[src/rtl/emaclite_fifo_wr_arbiter_if.sv]
// Requester lanes and FIFO write-side signals shared by the emaclite write arbiter.
// master = producers plus FIFO model side, slave = arbiter side.
interface emaclite_fifo_wr_arbiter_if #(
    parameter int C_NUM_REQ    = 4,
    parameter int C_DATA_WIDTH = 6
);
    localparam int ID_W = $clog2(C_NUM_REQ);

    logic [C_NUM_REQ-1:0]              Req_valid;
    logic [C_NUM_REQ-1:0]              Req_last;
    logic [C_NUM_REQ*C_DATA_WIDTH-1:0] Req_data;
    logic [C_NUM_REQ-1:0]              Req_ready;
    logic [C_NUM_REQ-1:0]              Grant;
    logic [ID_W-1:0]                   Grant_id;
    logic [C_DATA_WIDTH-1:0]           Fifo_din;
    logic                              Fifo_wr_en;
    logic                              Fifo_full;
    logic                              Fifo_wr_ack;
    logic                              Ack_err;

    modport master (
        output Req_valid, Req_last, Req_data, Fifo_full, Fifo_wr_ack,
        input  Req_ready, Grant, Grant_id, Fifo_din, Fifo_wr_en, Ack_err
    );

    modport slave (
        input  Req_valid, Req_last, Req_data, Fifo_full, Fifo_wr_ack,
        output Req_ready, Grant, Grant_id, Fifo_din, Fifo_wr_en, Ack_err
    );
endinterface

[src/rtl/emaclite_fifo_wr_arbiter.sv]
// Round-robin, burst-locked arbiter for the emaclite async FIFO write port.
// Optional write-acknowledge checking is enabled by defining EMACLITE_ARB_ACK_CHECK_EN.
module emaclite_fifo_wr_arbiter #(
    parameter int C_NUM_REQ    = 4,
    parameter int C_DATA_WIDTH = 6,
    parameter int C_MAX_BURST  = 16
) (
    input  logic                      Wr_clk,
    input  logic                      Ainit,
    emaclite_fifo_wr_arbiter_if.slave bus
);
    localparam int ID_W   = $clog2(C_NUM_REQ);
    localparam int BCNT_W = $clog2(C_MAX_BURST + 1);
    localparam logic [BCNT_W-1:0] BCNT_LAST = BCNT_W'(C_MAX_BURST - 1);
    localparam logic [ID_W-1:0]   ID_MAX    = ID_W'(C_NUM_REQ - 1);

    typedef enum logic {IDLE, BURST} state_t;

    state_t                  state_reg;
    logic [C_NUM_REQ-1:0]    grant_reg;
    logic [ID_W-1:0]         grant_id_reg;
    logic [ID_W-1:0]         rr_ptr_reg;
    logic [BCNT_W-1:0]       bcnt_reg;

    logic                    pick_any;
    logic [ID_W-1:0]         pick_id;
    logic [C_NUM_REQ-1:0]    pick_oh;
    logic                    wr_en;
    logic                    burst_end;
    logic [ID_W-1:0]         rr_ptr_next;
    logic [C_DATA_WIDTH-1:0] lane_masked [C_NUM_REQ];
    logic [C_DATA_WIDTH-1:0] din_mux;

    // Walk candidates from the highest offset down so the last hit is the
    // first valid requester at or after rr_ptr (with wrap-around).
    always_comb begin
        int idx;
        idx      = 0;
        pick_any = |bus.Req_valid;
        pick_id  = '0;
        for (int k = C_NUM_REQ - 1; k >= 0; k--) begin
            idx = int'(rr_ptr_reg) + k;
            if (idx >= C_NUM_REQ) idx = idx - C_NUM_REQ;
            if (bus.Req_valid[ID_W'(idx)]) pick_id = ID_W'(idx);
        end
    end

    assign pick_oh     = C_NUM_REQ'(1) << pick_id;
    assign rr_ptr_next = (grant_id_reg == ID_MAX) ? '0 : grant_id_reg + 1'b1;

    // Grant is one-hot and zero in IDLE, so masking each lane by its grant bit
    // both selects lane g and forces Fifo_din to 0 when idle.
    for (genvar gi = 0; gi < C_NUM_REQ; gi++) begin : g_lane
        assign lane_masked[gi]   = bus.Req_data[gi*C_DATA_WIDTH +: C_DATA_WIDTH]
                                   & {C_DATA_WIDTH{grant_reg[gi]}};
        assign bus.Req_ready[gi] = grant_reg[gi] & wr_en;
    end

    always_comb begin
        din_mux = '0;
        for (int k = 0; k < C_NUM_REQ; k++) din_mux = din_mux | lane_masked[k];
    end

    assign wr_en     = (state_reg == BURST) & (|(grant_reg & bus.Req_valid))
                       & ~bus.Fifo_full & ~Ainit;
    assign burst_end = wr_en & ((|(grant_reg & bus.Req_last)) | (bcnt_reg == BCNT_LAST));

    assign bus.Fifo_wr_en = wr_en;
    assign bus.Fifo_din   = din_mux;
    assign bus.Grant      = grant_reg;
    assign bus.Grant_id   = grant_id_reg;

    always_ff @(posedge Wr_clk) begin
        if (Ainit) begin
            state_reg    <= IDLE;
            grant_reg    <= '0;
            grant_id_reg <= '0;
            rr_ptr_reg   <= '0;
            bcnt_reg     <= '0;
        end else begin
            case (state_reg)
                IDLE: begin
                    if (pick_any) begin
                        grant_reg    <= pick_oh;
                        grant_id_reg <= pick_id;
                        bcnt_reg     <= '0;
                        state_reg    <= BURST;
                    end
                end
                BURST: begin
                    // Stalls (full or valid gap) leave grant and count untouched.
                    if (burst_end) begin
                        grant_reg    <= '0;
                        grant_id_reg <= '0;
                        rr_ptr_reg   <= rr_ptr_next;
                        bcnt_reg     <= '0;
                        state_reg    <= IDLE;
                    end else if (wr_en) begin
                        bcnt_reg <= bcnt_reg + 1'b1;
                    end
                end
                default: state_reg <= IDLE;
            endcase
        end
    end

`ifdef EMACLITE_ARB_ACK_CHECK_EN
    logic pend_reg;
    logic ack_err_reg;

    // The FIFO acknowledges one cycle after the write; a missing ack is sticky.
    always_ff @(posedge Wr_clk) begin
        if (Ainit) begin
            pend_reg    <= 1'b0;
            ack_err_reg <= 1'b0;
        end else begin
            pend_reg <= wr_en;
            if (pend_reg && !bus.Fifo_wr_ack) ack_err_reg <= 1'b1;
        end
    end

    assign bus.Ack_err = ack_err_reg;
`else
    logic unused_ack;
    assign unused_ack  = bus.Fifo_wr_ack;
    assign bus.Ack_err = 1'b0;
`endif

endmodule

[src/flat_wrapper.sv]
// flat-port wrapper written by rule: the top's interface ports become plain ports
module emaclite_fifo_wr_arbiter_flat 
#(
    parameter int C_NUM_REQ    = 4,
    parameter int C_DATA_WIDTH = 6,
    parameter int C_MAX_BURST  = 16
)
  (Wr_clk, Ainit, bus_Req_valid, bus_Req_last, bus_Req_data, bus_Fifo_full, bus_Fifo_wr_ack, bus_Req_ready, bus_Grant, bus_Grant_id, bus_Fifo_din, bus_Fifo_wr_en, bus_Ack_err);
  emaclite_fifo_wr_arbiter_if #(.C_NUM_REQ(C_NUM_REQ), .C_DATA_WIDTH(C_DATA_WIDTH)) bus_i ();
  input  logic Wr_clk;
  input  logic Ainit;
  input wire logic [$bits(bus_i.Req_valid)-1:0] bus_Req_valid;
  input wire logic [$bits(bus_i.Req_last)-1:0] bus_Req_last;
  input wire logic [$bits(bus_i.Req_data)-1:0] bus_Req_data;
  input wire logic [$bits(bus_i.Fifo_full)-1:0] bus_Fifo_full;
  input wire logic [$bits(bus_i.Fifo_wr_ack)-1:0] bus_Fifo_wr_ack;
  output wire logic [$bits(bus_i.Req_ready)-1:0] bus_Req_ready;
  output wire logic [$bits(bus_i.Grant)-1:0] bus_Grant;
  output wire logic [$bits(bus_i.Grant_id)-1:0] bus_Grant_id;
  output wire logic [$bits(bus_i.Fifo_din)-1:0] bus_Fifo_din;
  output wire logic [$bits(bus_i.Fifo_wr_en)-1:0] bus_Fifo_wr_en;
  output wire logic [$bits(bus_i.Ack_err)-1:0] bus_Ack_err;
  assign bus_i.Req_valid = bus_Req_valid;
  assign bus_i.Req_last = bus_Req_last;
  assign bus_i.Req_data = bus_Req_data;
  assign bus_i.Fifo_full = bus_Fifo_full;
  assign bus_i.Fifo_wr_ack = bus_Fifo_wr_ack;
  assign bus_Req_ready = bus_i.Req_ready;
  assign bus_Grant = bus_i.Grant;
  assign bus_Grant_id = bus_i.Grant_id;
  assign bus_Fifo_din = bus_i.Fifo_din;
  assign bus_Fifo_wr_en = bus_i.Fifo_wr_en;
  assign bus_Ack_err = bus_i.Ack_err;
  emaclite_fifo_wr_arbiter #(.C_NUM_REQ(C_NUM_REQ), .C_DATA_WIDTH(C_DATA_WIDTH), .C_MAX_BURST(C_MAX_BURST)) u_core (.Wr_clk(Wr_clk), .Ainit(Ainit), .bus(bus_i));
endmodule
[config.mk]
export PLATFORM = sky130hd
export DESIGN_NAME = emaclite_fifo_wr_arbiter_flat
export DESIGN_NICKNAME = d
export VERILOG_FILES = /design/src/rtl/emaclite_fifo_wr_arbiter_if.sv /design/src/rtl/emaclite_fifo_wr_arbiter.sv /design/src/flat_wrapper.sv
export SDC_FILE = /design/constraint.sdc
export NUM_CORES = 1
export LEC_CHECK = 0
export CAP_MARGIN = 20
export CORE_MARGIN = 5
export CORE_UTILIZATION = 36
export DETAILED_ROUTE_END_ITERATION = 8
export PLACE_DENSITY_LB_ADDON = 0.08
export SLEW_MARGIN = 20
export SYNTH_ARGS = -nofsm -noshare
export SYNTH_HDL_FRONTEND = slang
export SYNTH_SLANG_ARGS = --single-unit
[constraint.sdc]
create_clock -name Wr_clk -period 2.8 [get_ports Wr_clk]
set_input_delay 0.7 -clock Wr_clk [delete_from_list [all_inputs] [get_ports Wr_clk]]
set_output_delay 0.7 -clock Wr_clk [all_outputs]
set_load 0.02 [all_outputs]
==> summary.md, run 1 <==
| Metric | Value |
|---|---|
| Global routing usage summed across all routing layers | `16.29%` |
| Fraction of the yosys area taken by sequential cells | `30.19%` |
| Total count of max-transition violations in the final report | `0` |
| Power density relative to cell area | `349.7 nW/um^2` |
| Gate family responsible for the most delay along the worst path | `buffers and inverters` |
| Wirelength, routed | `2.943 mm` |
| Total iterations of the first detailed-routing run | `4` |
| Finish-stage setup viols | `0` |
| HP Class | `flop to flop` |
| Post-placement cell area | `1470 sq um` |
| EDFF count, synth | `0` |
| Share of final-layout standard cells stronger than drive strength 1 | `15.95%` |
| Distinct cell type count after synthesis | `38` |
| Vias in the first global route | `1053` |
| Starting density of the core | `37.47%` |
| Leakage | `0.5950 nW` |
| Area share of fa/ha/maj cells after synthesis | `4.043%` |
| Period utilization | `98.08%` |
| Syn Std Cell Area | `928.4 sq um` |
| Global-route wire length before repair | `4.567 mm` |
| Maximum achievable frequency | `364.1 MHz` |
| Hold Vio Cnt, Final | `0` |
| Clock tree from TritonCTS | `built` |
| Syn Inst Count | `107` |
| Port-buffer cells | `51` |
| Count of clock tree sinks | `14` |
| Main combinational cell family by area after synthesis | `compound AO/OA/AOI/OAI gates` |
| Via density | `5.404` |
| Total clock buffers created by CTS | `3` |
| Cell at the slowest stage of the critical path | `clkdlybuf4s50_1` |
| Post-synthesis register bit count | `14` |
| Final worst clock skew | `0.01248 ns` |
| Arrival time at the worst endpoint | `2.05 ns` |
| Unrepaired setup endpoints after global routing | `false` |
| Crit start category | `input pin` |
| Crit end category | `primary output` |
| Placer's final routability congestion estimate | `0.7861` |
| Clock latency on the worst-skew pair | `0.29 ns` |
| Design Power | `0.5255 mW` |
| Number of placement rows | `18` |
| Total Die Area | `3694 sq um` |
| Area share of and/or/nand/nor cells after synthesis | `20.49%` |
| Total grt overflow | `0` |
| CTS root buf | `clkbuf_4` |
| DR vias | `1043` |
| Post-detailed-placement half-perimeter wirelength | `2.354 mm` |
| Number of post-CTS setup repair buffers | `0` |
| Top-Level Pins | `54` |
| Synth Area in Compound Gates | `34.50%` |
| Initial antenna violation count | `0` |
| Leading cell type in the layout, fill and taps excluded | `clkdlybuf4s50_1` |
| Die height | `60.78 um` |
| Residual DRC | `0` |
| Final nets | `203` |
| Commonest cells after routing, fill and taps aside | `46 x clkdlybuf4s50_1, 14 x dfxtp_1, 12 x a22oi_1` |
| CP Buf/Inv Count | `3` |
| Largest register FFs | `5` |
| Wirelength per Cell | `15.25 um` |
| Deepest clock path buffer count | `2` |
| Proportion of synthesized area in mux cells | `1.078%` |
| Warnings, synthesis | `0` |
| Share of the core filled with cells | `60.66%` |
| Detailed Route Iter0 Violations | `50` |
| Synthesized area divided by synthesized cell count | `8.677 sq um` |
| Peak per-stage delay on the critical path | `0.42 ns` |
| Post-synthesis net count | `146` |
| WS Path Type | `input pin to primary output` |
| Pin count of the biggest net entering global routing | `12` |
| CP required | `2.10 ns` |
| Clock edge transition at the registers on the reported setup and hold paths | `0.09 ns` |
| Maximum fanout along the worst path | `5` |
| Chip Width | `60.78 um` |
| Final non-filler cell area | `1503 sq um` |
| # diodes | `0` |
| Placeable core region | `2477 sq um` |
| Hold buffers post-CTS | `0` |
| Clock period minus worst slack | `2.746 ns` |
| Maximum level of the CTS H-tree | `1` |
| Worst VDD drop | `0.3758 mV` |
| Routed Antenna Nets | `0` |
| Result of the run | `completed` |
| Primary flip-flop cell chosen by synthesis mapping | `dfxtp_1` |
| Share of flip-flops with an asynchronous set or reset | `0%` |
| Max Cap Violations | `0` |
| Cell-by-cell listing of the critical path | `clkdlybuf4s50_1, a22o_1, o21ai_2, inv_2, and2_1, clkdlybuf4s15_1` |
| Layout-stage area growth over the synthesis result | `61.86%` |
| Fillcell total | `223` |
| Xor and xnor area share after synthesis | `0.9434%` |
## synth_stat cells, types with 2 or more instances
cell       n  share of area (%)
a21oi_1   10                5.4
or3_1      4                2.7
ha_1       3                4.0
o21ai_0    4                2.2
and2_1     4                2.7
a22oi_1   12                9.7
dfxtp_1   14                 30
a22o_1     4                3.8
a32o_2     4                4.9
and2_2     2                1.6
inv_1      2               0.81
nand2_1    8                3.2
buf_6      2                2.4
nand3_1    6                3.2
clkbuf_8   2                3.0
nor2_1     4                1.6
## tightest hold or removal path, stage by stage (launching register included)
cell and delay, ns:
dfxtp_1 0.33, nand3_1 0.06, a21oi_1 0.06
## layer usage
layer	GRT usage, %	wire length (um)	share of wire, %
met5	0	0	0
met3	6.170	166	5.6
met4	4.334	53	1.8
met1	18.11	1187	40
met2	29.01	1534	52
## timing repair
action	4_1_cts	5_1_grt
pin swaps	0	1
setup endpoints to repair	5	5
resized for setup	10	2
## cell type report
class	instances	area, sq um	share of cell area [%]
repair buffers	59	566.8	37.72
inverters	3	11.26	0.7494
flip-flops and latches	14	280.3	18.65
multi-input cells	83	570.5	37.97
clock buffers	4	36.28	2.415
well taps	30	37.54	2.498
## power breakdown
group	internal, mW	switching (mW)	total (mW)
clock	0.0792	0.0685	0.148
combinational	0.0935	0.0692	0.163
sequential	0.205	0.00991	0.215
total	0.378	0.148	0.525
## metrics by stage
step	cells	setup slack, ns	hold slack (ns)	setup TNS (ns)
CTS	193	0.0001559	0.4899	0
floorplan	107	0.5245	0.4479	0
global placement	189	-0.2522	0.4552	-1.138
finish	193	0.05376	0.4886	0
detailed placement	189	-0.2476	0.4760	-1.119
global route	193	0.005890	0.5229	0
## worst paths after layout
path                           start                  to  slack (ns)  cells past startpoint
setup / recovery    bus_Req_valid[0]    bus_Req_ready[1]        0.05                      6
hold / removal    u_core.bcnt_reg[4]  u_core.bcnt_reg[4]        0.49                      2
setup reg to reg  u_core.bcnt_reg[0]  u_core.bcnt_reg[3]        0.84                      7
hold reg to reg   u_core.bcnt_reg[4]  u_core.bcnt_reg[4]        0.49                      2
## logic make-up after synthesis
group,count (synthesis)
xor gates and xnor gates,1
other,1
AOI/OAI and AO/OA,42
muxes,1
and+or+nand+nor,35
DFF,14
adders and majority gates,3
buffers and inverters,10
No activity file was read; power rests on OpenSTA's default activity.
==> run 2, diff against run 1 <==
--- a/config.mk
+++ b/config.mk
@@ -8,6 +8,7 @@
 export CAP_MARGIN = 20
 export CORE_MARGIN = 5
 export CORE_UTILIZATION = 36
+export CTS_BUF_LIST = sky130_fd_sc_hd__clkbuf_4
 export DETAILED_ROUTE_END_ITERATION = 8
 export PLACE_DENSITY_LB_ADDON = 0.08
 export SLEW_MARGIN = 20
==> run 2 against run 1 <==
Net effect: cell count unchanged; cell area down 0.33%; critical path type unchanged; wire length unchanged; worst setup slack worse by 0.0014 ns; total power down 5.3%; fmax about the same; non-clock buffer count unchanged; first-iteration DRC count up 14%; count of clock-buffer cells in the layout down 1; combinational power about the same; clock power down 19%.
==> summary.md, run 2 (synthesized netlist as in run 1, its figures left out) <==
| Metric | Value |
|---|---|
| Total Die Area | `3694 sq um (unchanged)` |
| Met2 usage in global routing | `29.01% (unchanged)` |
| Deepest clock path buffer count | `2 (unchanged)` |
| Count of clock tree sinks | `14 (unchanged)` |
| Maximum fanout along the worst path | `5 (unchanged)` |
| CP required | `2.10 ns (about the same)` |
| Cell Count Post-Placement | `189 (unchanged)` |
| Beginning of the worst register-to-register path | `u_core.bcnt_reg[0] (unchanged)` |
| Clock period minus worst slack | `2.748 ns (was 2.746 ns)` |
| Fillcell total | `222 (was 223)` |
| Hold Vio Cnt, Final | `0 (unchanged)` |
| Die height | `60.78 um (unchanged)` |
| Sw Pwr | `0.1470 mW (was 0.1476 mW)` |
| Post-detailed-placement half-perimeter wirelength | `2.354 mm (unchanged)` |
| Arrival time at the worst endpoint | `2.05 ns (about the same)` |
| Post-placement cell area | `1470 sq um (unchanged)` |
| Sequential group share of total power | `43.2% (was 40.9%)` |
| Net switching fraction of the power | `29.55% (was 28.09%)` |
| Layout-stage area growth over the synthesis result | `61.32% (was 61.86%)` |
| Pin count of the biggest net entering global routing | `12 (unchanged)` |
| Max Cap Violations | `0 (unchanged)` |
| Leakage | `0.5893 nW (was 0.5950 nW)` |
| Wirelength per Cell | `15.25 um (unchanged)` |
| Via density | `5.358 (was 5.404)` |
| CTS root buf | `clkbuf_4 (unchanged)` |
| Worst slack at placement | `-0.2476 ns (unchanged)` |
| Maximum achievable frequency | `363.9 MHz (was 364.1 MHz)` |
| Total count of max-transition violations in the final report | `0 (unchanged)` |
| Most crowded layer after global routing | `met2 (unchanged)` |
| Residual DRC | `0 (unchanged)` |
| Final non-filler cell area | `1498 sq um (was 1503 sq um)` |
| Total iterations of the first detailed-routing run | `4 (unchanged)` |
| Number of stages on the worst hold path | `2 (unchanged)` |
| Global routing usage summed across all routing layers | `16.29% (unchanged)` |
| Starting density of the core | `37.47% (unchanged)` |
| # diodes | `0 (unchanged)` |
| Share of final-layout standard cells stronger than drive strength 1 | `14.72% (was 15.95%)` |
| Global-route track usage on met3 | `6.170% (unchanged)` |
| Register area | `280.3 sq um (unchanged)` |
| Cell depth of the worst flop-to-flop path | `7 (unchanged)` |
| Finish-stage setup viols | `0 (unchanged)` |
| Clock tree from TritonCTS | `built (unchanged)` |
| Maximum level of the CTS H-tree | `1 (unchanged)` |
| Commonest cells after routing, fill and taps aside | `46 x clkdlybuf4s50_1, 14 x dfxtp_1, 12 x a22oi_1 (unchanged)` |
| Total grt overflow | `0 (unchanged)` |
| WS Path Type | `input pin to primary output (unchanged)` |
| Final Non-Filler Cells | `193 (unchanged)` |
| Vias in the first global route | `1057 (was 1053)` |
| Sum Neg Setup Slack | `0 ns (unchanged)` |
| Hold buffers post-CTS | `0 (unchanged)` |
| Wirelength, routed | `2.943 mm (unchanged)` |
| Capture endpoint of the worst hold path | `u_core.bcnt_reg[4] (unchanged)` |
| Chip Width | `60.78 um (unchanged)` |
| Number of post-CTS setup repair buffers | `0 (unchanged)` |
| Worst VDD drop | `0.2553 mV (was 0.3758 mV)` |
| Clock latency on the worst-skew pair | `0.29 ns (about the same)` |
| Result of the run | `completed (unchanged)` |
| Total clock buffers created by CTS | `3 (unchanged)` |
| Unrepaired setup endpoints after global routing | `false (unchanged)` |
| Crit end category | `primary output (unchanged)` |
| Reg2Reg Setup Slack | `0.83 ns (was 0.84 ns)` |
| Final nets | `203 (unchanged)` |
| HP Class | `flop to flop (unchanged)` |
| Period utilization | `98.13% (was 98.08%)` |
| Area used by multi-input combinational logic | `570.5 sq um (unchanged)` |
| Pint | `0.3504 mW (was 0.3779 mW)` |
| Detailed Route Iter0 Violations | `57 (was 50)` |
| DR vias | `1034 (was 1043)` |
| Clock edge transition at the registers on the reported setup and hold paths | `0.09 ns (about the same)` |
| Global-route wire length before repair | `4.567 mm (unchanged)` |
| Number of placement rows | `18 (unchanged)` |
| Clock network fraction of total power | `24.1% (was 28.1%)` |
| Crit start category | `input pin (unchanged)` |
| Worst Hold Launch | `u_core.bcnt_reg[4] (unchanged)` |
| Leading cell type in the layout, fill and taps excluded | `clkdlybuf4s50_1 (unchanged)` |
| Final worst clock skew | `0.01398 ns (was 0.01248 ns)` |
| Largest register FFs | `5 (unchanged)` |
| Design Power | `0.4974 mW (was 0.5255 mW)` |
| Placeable core region | `2477 sq um (unchanged)` |
| Grt met1 use | `18.11% (unchanged)` |
| Initial antenna violation count | `0 (unchanged)` |
| Routed Antenna Nets | `0 (unchanged)` |
| Combinational power share | `32.7% (was 31.0%)` |
| Port-buffer cells | `51 (unchanged)` |
| Top-Level Pins | `54 (unchanged)` |
| Placer's final routability congestion estimate | `0.7861 (unchanged)` |
| Crit path setup slack, layout | `0.05234 ns (was 0.05376 ns)` |
| Endpoint of the most critical register-to-register path | `u_core.bcnt_reg[3] (unchanged)` |
| Power density relative to cell area | `332.1 nW/um^2 (was 349.7 nW/um^2)` |
## run 2: cell count changes in the layout (fill, tap and decap cells not counted), sizes merged
| cell | change |
|---|---|
| clkbuf | -2 |
| clkdlybuf4s15 | +1 |
| clkinv | +1 |
## run 2: area by class of cell
cell class	instances	share of cell area, %
Tap cell	30	2.506
Timing Repair Buffer	59	38.18
Clock inverter	1	0.2506
Multi-Input combinational cell	83	38.10
Clock buffer	3	1.504
Inverter	3	0.7519
Sequential cell	14	18.71
## run 2: worst max path at each step
| stage | from | endpoint | slack [ns] | cells past startpoint |
|---|---|---|---|---|
| after floorplan | Ainit | bus_Req_ready[1] | 0.52 | 5 |
| after global placement | bus_Req_valid[0] | bus_Req_ready[0] | -0.25 | 6 |
| after detailed placement | bus_Req_valid[1] | bus_Req_ready[0] | -0.25 | 6 |
| after CTS | bus_Req_valid[1] | bus_Req_ready[2] | 0.001 | 6 |
| after global routing | bus_Fifo_full | bus_Fifo_wr_en | 0.006 | 6 |
| final | bus_Req_valid[0] | bus_Req_ready[1] | 0.05 | 6 |
## run 2: power groups by stage
| stage | registers [mW] | logic [mW] | clock network [mW] |
|---|---|---|---|
| 6_report | 0.215 | 0.163 | 0.120 |
| 5_1_grt | 0.216 | 0.174 | 0.136 |
| 4_1_cts | 0.215 | 0.163 | 0.123 |
| 3_5_place_dp | 0.220 | 0.162 | 0 |
| 3_3_place_gp | 0.220 | 0.161 | 0 |
| 2_1_floorplan | 0.219 | 0.0716 | 0 |
## run 2: critical path, stage by stage
cell and delay (ns):
clkdlybuf4s50_1 0.42, a22o_1 0.26, o21ai_2 0.16, inv_2 0.06, and2_1 0.15, clkdlybuf4s15_1 0.29
## run 2: through the flow
step	util, %	hold slack [ns]
floorplan	-	0.4479
global placement	59.34	0.4552
detailed placement	59.34	0.4760
CTS	60.35	0.4899
global route	60.45	0.5230
finish	60.45	0.4887
## run 2: layer usage
layer / part of all wire [%] / vias to the layer above
met3: 5.5 / 6
met4: 1.8 / 0
met2: 53 / 21
li1: - / 520
met1: 40 / 487
met5: 0 / -
## run 2: what timing repair did
action | 4_1_cts | 5_1_grt
resized for setup | 9 | 2
setup endpoints to repair | 5 | 5
pin swaps | 0 | 1
==> run 3, diff against run 2 <==
--- a/config.mk
+++ b/config.mk
@@ -5,10 +5,10 @@
 export SDC_FILE = /design/constraint.sdc
 export NUM_CORES = 1
 export LEC_CHECK = 0
+export ABC_AREA = 1
 export CAP_MARGIN = 20
 export CORE_MARGIN = 5
 export CORE_UTILIZATION = 36
-export CTS_BUF_LIST = sky130_fd_sc_hd__clkbuf_4
 export DETAILED_ROUTE_END_ITERATION = 8
 export PLACE_DENSITY_LB_ADDON = 0.08
 export SLEW_MARGIN = 20
==> run 3 against run 2 <==
Net effect: via count up 33%; clock skew shrank 0.0078 ns; clock power up 20%.
==> summary.md, run 3 <==
| Metric | Value |
|---|---|
| Post-placement cell area | `1823 sq um (was 1470 sq um)` |
| Result of the run | `completed (unchanged)` |
| Worst slack at placement | `-0.2300 ns (was -0.2476 ns)` |
| Clock latency on the worst-skew pair | `0.28 ns (was 0.29 ns)` |
| Post-synthesis register bit count | `14 (unchanged)` |
| Total iterations of the first detailed-routing run | `4 (unchanged)` |
| Placer's final routability congestion estimate | `0.8781 (was 0.7861)` |
| Post-detailed-placement half-perimeter wirelength | `3.061 mm (was 2.354 mm)` |
| Wirelength, routed | `3.624 mm (was 2.943 mm)` |
| Clock edge transition at the registers on the reported setup and hold paths | `0.09 ns (about the same)` |
| Fillcell total | `351 (was 222)` |
| Count of clock tree sinks | `14 (unchanged)` |
| Period utilization | `96.66% (was 98.13%)` |
| Initial antenna violation count | `0 (unchanged)` |
| Maximum level of the CTS H-tree | `1 (unchanged)` |
| WS Path Type | `input pin to primary output (unchanged)` |
| Number of stages on the worst hold path | `2 (unchanged)` |
| Pin count of the biggest net entering global routing | `12 (unchanged)` |
| Starting density of the core | `36.90% (was 37.47%)` |
| Fraction of the yosys area taken by sequential cells | `22.76% (was 30.19%)` |
| Clock tree from TritonCTS | `built (unchanged)` |
| Detailed Route Iter0 Violations | `106 (was 57)` |
| Layout-stage area growth over the synthesis result | `50.10% (was 61.32%)` |
| Clock period minus worst slack | `2.706 ns (was 2.748 ns)` |
| Total routed wire length on the met1 layer | `1.440 mm (was 1.174 mm)` |
| Final nets | `284 (was 203)` |
| Number of placement rows | `21 (was 18)` |
| WL met2 | `1.872 mm (was 1.551 mm)` |
| Top-Level Pins | `54 (unchanged)` |
| Arrival time at the worst endpoint | `2.01 ns (was 2.05 ns)` |
| Highest Signal Layer | `met4 (unchanged)` |
| Capture endpoint of the worst hold path | `u_core.state_reg (was u_core.bcnt_reg[4])` |
| Final non-filler cell area | `1848 sq um (was 1498 sq um)` |
| Syn Std Cell Area | `1231 sq um (was 928.4 sq um)` |
| Most instantiated cells after synthesis | `49 x nand2_1, 17 x nor2_1, 14 x dfxtp_1, 13 x nand2_2, 12 x nand3_1 (was 14 x dfxtp_1, 12 x a22oi_1, 10 x a21oi_1, 8 x nand2_1, 6 x nand3_1)` |
| Ranking of synthesized cells by area | `dfxtp_1 23%, nand2_1 15%, nand2_2 6.6%, nor2_1 5.2%, nand3_1 4.9% (was dfxtp_1 30%, a22oi_1 9.7%, a21oi_1 5.4%, a32o_2 4.9%, ha_1 4.0%)` |
| Most frequently used cell type in the post-synthesis netlist | `nand2_1 (was dfxtp_1)` |
| Library cell with the largest summed area after synthesis | `dfxtp_1 (unchanged)` |
| Chip Width | `68.48 um (was 60.78 um)` |
| Deepest clock path buffer count | `2 (unchanged)` |
| Cell depth of the worst flop-to-flop path | `11 (was 7)` |
| Reg2Reg Setup Slack | `1.11 ns (was 0.83 ns)` |
| Post-cts sizing count | `5 (was 9)` |
| Crit path setup slack, layout | `0.09364 ns (was 0.05234 ns)` |
| Crit end category | `primary output (unchanged)` |
| Warnings, synthesis | `0 (unchanged)` |
| Design Power | `0.5882 mW (was 0.4974 mW)` |
| Finish-stage setup viols | `0 (unchanged)` |
| Vias in the first global route | `1352 (was 1057)` |
| DR vias | `1372 (was 1034)` |
| Max Cap Violations | `0 (unchanged)` |
| Power density relative to cell area | `318.3 nW/um^2 (was 332.1 nW/um^2)` |
| Leakage | `0.7731 nW (was 0.5893 nW)` |
| Primary flip-flop cell chosen by synthesis mapping | `dfxtp_1 (unchanged)` |
| # diodes | `0 (unchanged)` |
| Worst VDD drop | `0.3468 mV (was 0.2553 mV)` |
| Total clock buffers created by CTS | `3 (unchanged)` |
| Hold buffers post-CTS | `0 (unchanged)` |
| Share of Yosys cell area claimed by the top area cell type | `22.76% (was 30.19%)` |
| Crit start category | `input pin (unchanged)` |
| Worst Hold Launch | `u_core.state_reg (was u_core.bcnt_reg[4])` |
| Share of final-layout standard cells stronger than drive strength 1 | `28.69% (was 14.72%)` |
| Distinct cell type count after synthesis | `29 (was 38)` |
| EDFF count, synth | `0 (unchanged)` |
| Maximum achievable frequency | `369.5 MHz (was 363.9 MHz)` |
| HP Class | `flop to flop (unchanged)` |
| Synthesized area divided by synthesized cell count | `6.691 sq um (was 8.677 sq um)` |
| Global-route wire length before repair | `5.664 mm (was 4.567 mm)` |
| Total grt overflow | `0 (unchanged)` |
| Endpoint of the most critical register-to-register path | `u_core.bus.Grant[2] (was u_core.bcnt_reg[3])` |
| First element of the critical path | `bus_Req_valid[3] (was bus_Req_valid[0])` |
| Area used by multi-input combinational logic | `778.2 sq um (was 570.5 sq um)` |
| Commonest cells after routing, fill and taps aside | `49 x nand2_1, 46 x clkdlybuf4s50_1, 17 x nor2_1 (was 46 x clkdlybuf4s50_1, 14 x dfxtp_1, 12 x a22oi_1)` |
| CTS root buf | `clkbuf_4 (unchanged)` |
| Post-synthesis net count | `223 (was 146)` |
| Number of post-CTS setup repair buffers | `0 (unchanged)` |
| Maximum fanout along the worst path | `4 (was 5)` |
| Wirelength per Cell | `12.50 um (was 15.25 um)` |
| CP required | `2.10 ns (about the same)` |
| Final worst clock skew | `0.006143 ns (was 0.01398 ns)` |
| Routed length on met3 | `275 um (was 163 um)` |
| Share of the core filled with cells | `55.38% (was 60.45%)` |
| Share of flip-flops with an asynchronous set or reset | `0% (unchanged)` |
| Syn Inst Count | `184 (was 107)` |
| Via density | `4.731 (was 5.358)` |
| Leading cell type in the layout, fill and taps excluded | `nand2_1 (was clkdlybuf4s50_1)` |
| Unrepaired setup endpoints after global routing | `false (unchanged)` |
| Global routing usage summed across all routing layers | `15.56% (was 16.29%)` |
| Total Die Area | `4690 sq um (was 3694 sq um)` |
| Largest register FFs | `5 (unchanged)` |
| Residual DRC | `0 (unchanged)` |
| Total count of max-transition violations in the final report | `0 (unchanged)` |
| Beginning of the worst register-to-register path | `u_core.bcnt_reg[0] (unchanged)` |
| Hold Vio Cnt, Final | `0 (unchanged)` |
| Die height | `68.48 um (was 60.78 um)` |
| Register area | `280.3 sq um (unchanged)` |
| Routed Antenna Nets | `0 (unchanged)` |
| Placeable core region | `3337 sq um (was 2477 sq um)` |
| Port-buffer cells | `51 (unchanged)` |
-- run 3: worst max path at each step --
stage,to,depth (start not counted),slack [ns]
floorplan,bus_Req_ready[0],6,0.39
global placement,bus_Req_ready[2],8,-0.22
detailed placement,bus_Req_ready[3],8,-0.23
CTS,bus_Req_ready[3],8,0.04
global route,bus_Req_ready[1],8,0.02
finish,bus_Req_ready[1],8,0.09
-- run 3: where the power goes --
group          total (mW)  internal (mW)  switching (mW)
registers           0.216          0.208         0.00735
clock network       0.144         0.0791          0.0651
logic               0.228          0.115           0.113
total               0.588          0.402           0.186
-- run 3: metal layers --
metal	track usage, %	vias to the layer above
li1	-	704
met1	17.47	628
met2	28.37	34
met3	3.612	6
met4	5.211	0
met5	0	-
-- run 3: per-stage QoR --
| step | instances | TNS (ns) | hold WS, ns |
|---|---|---|---|
| final | 290 | 0 | 0.4760 |
| after global routing | 290 | 0 | 0.5235 |
| after CTS | 290 | 0 | 0.4779 |
| after detailed placement | 286 | -1.003 | 0.4644 |
| after global placement | 286 | -1.039 | 0.4613 |
| after floorplan | 184 | 0 | 0.4513 |
-- run 3: cell type report --
cell class                      instances  area share [%]
Clock buffer                            4           1.963
Inverter                               23           5.349
Multi-Input combinational cell        139           42.11
Sequential cell                        14           15.17
Tap cell                               46           3.114
Timing Repair Buffer                   64           32.30
-- run 3: logic make-up (layout without fill, tap and decap cells) --
family          after synthesis  count (layout)  synth area share [%]
simple gates                117             117                 49.49
flops                        14              14                 22.76
buf+inv                      31              91                 14.02
other cells                   1               1                0.3046
compound gates               18              18                 10.36
fa+ha+maj                     3               3                 3.049
-- run 3: worst max-delay path, stage by stage --
cell and delay (ns):
clkdlybuf4s50_1 0.48, inv_1 0.06, o22ai_2 0.15, nor2_2 0.06
nor2_4 0.08, inv_1 0.07, nor2_1 0.08, clkdlybuf4s15_1 0.32
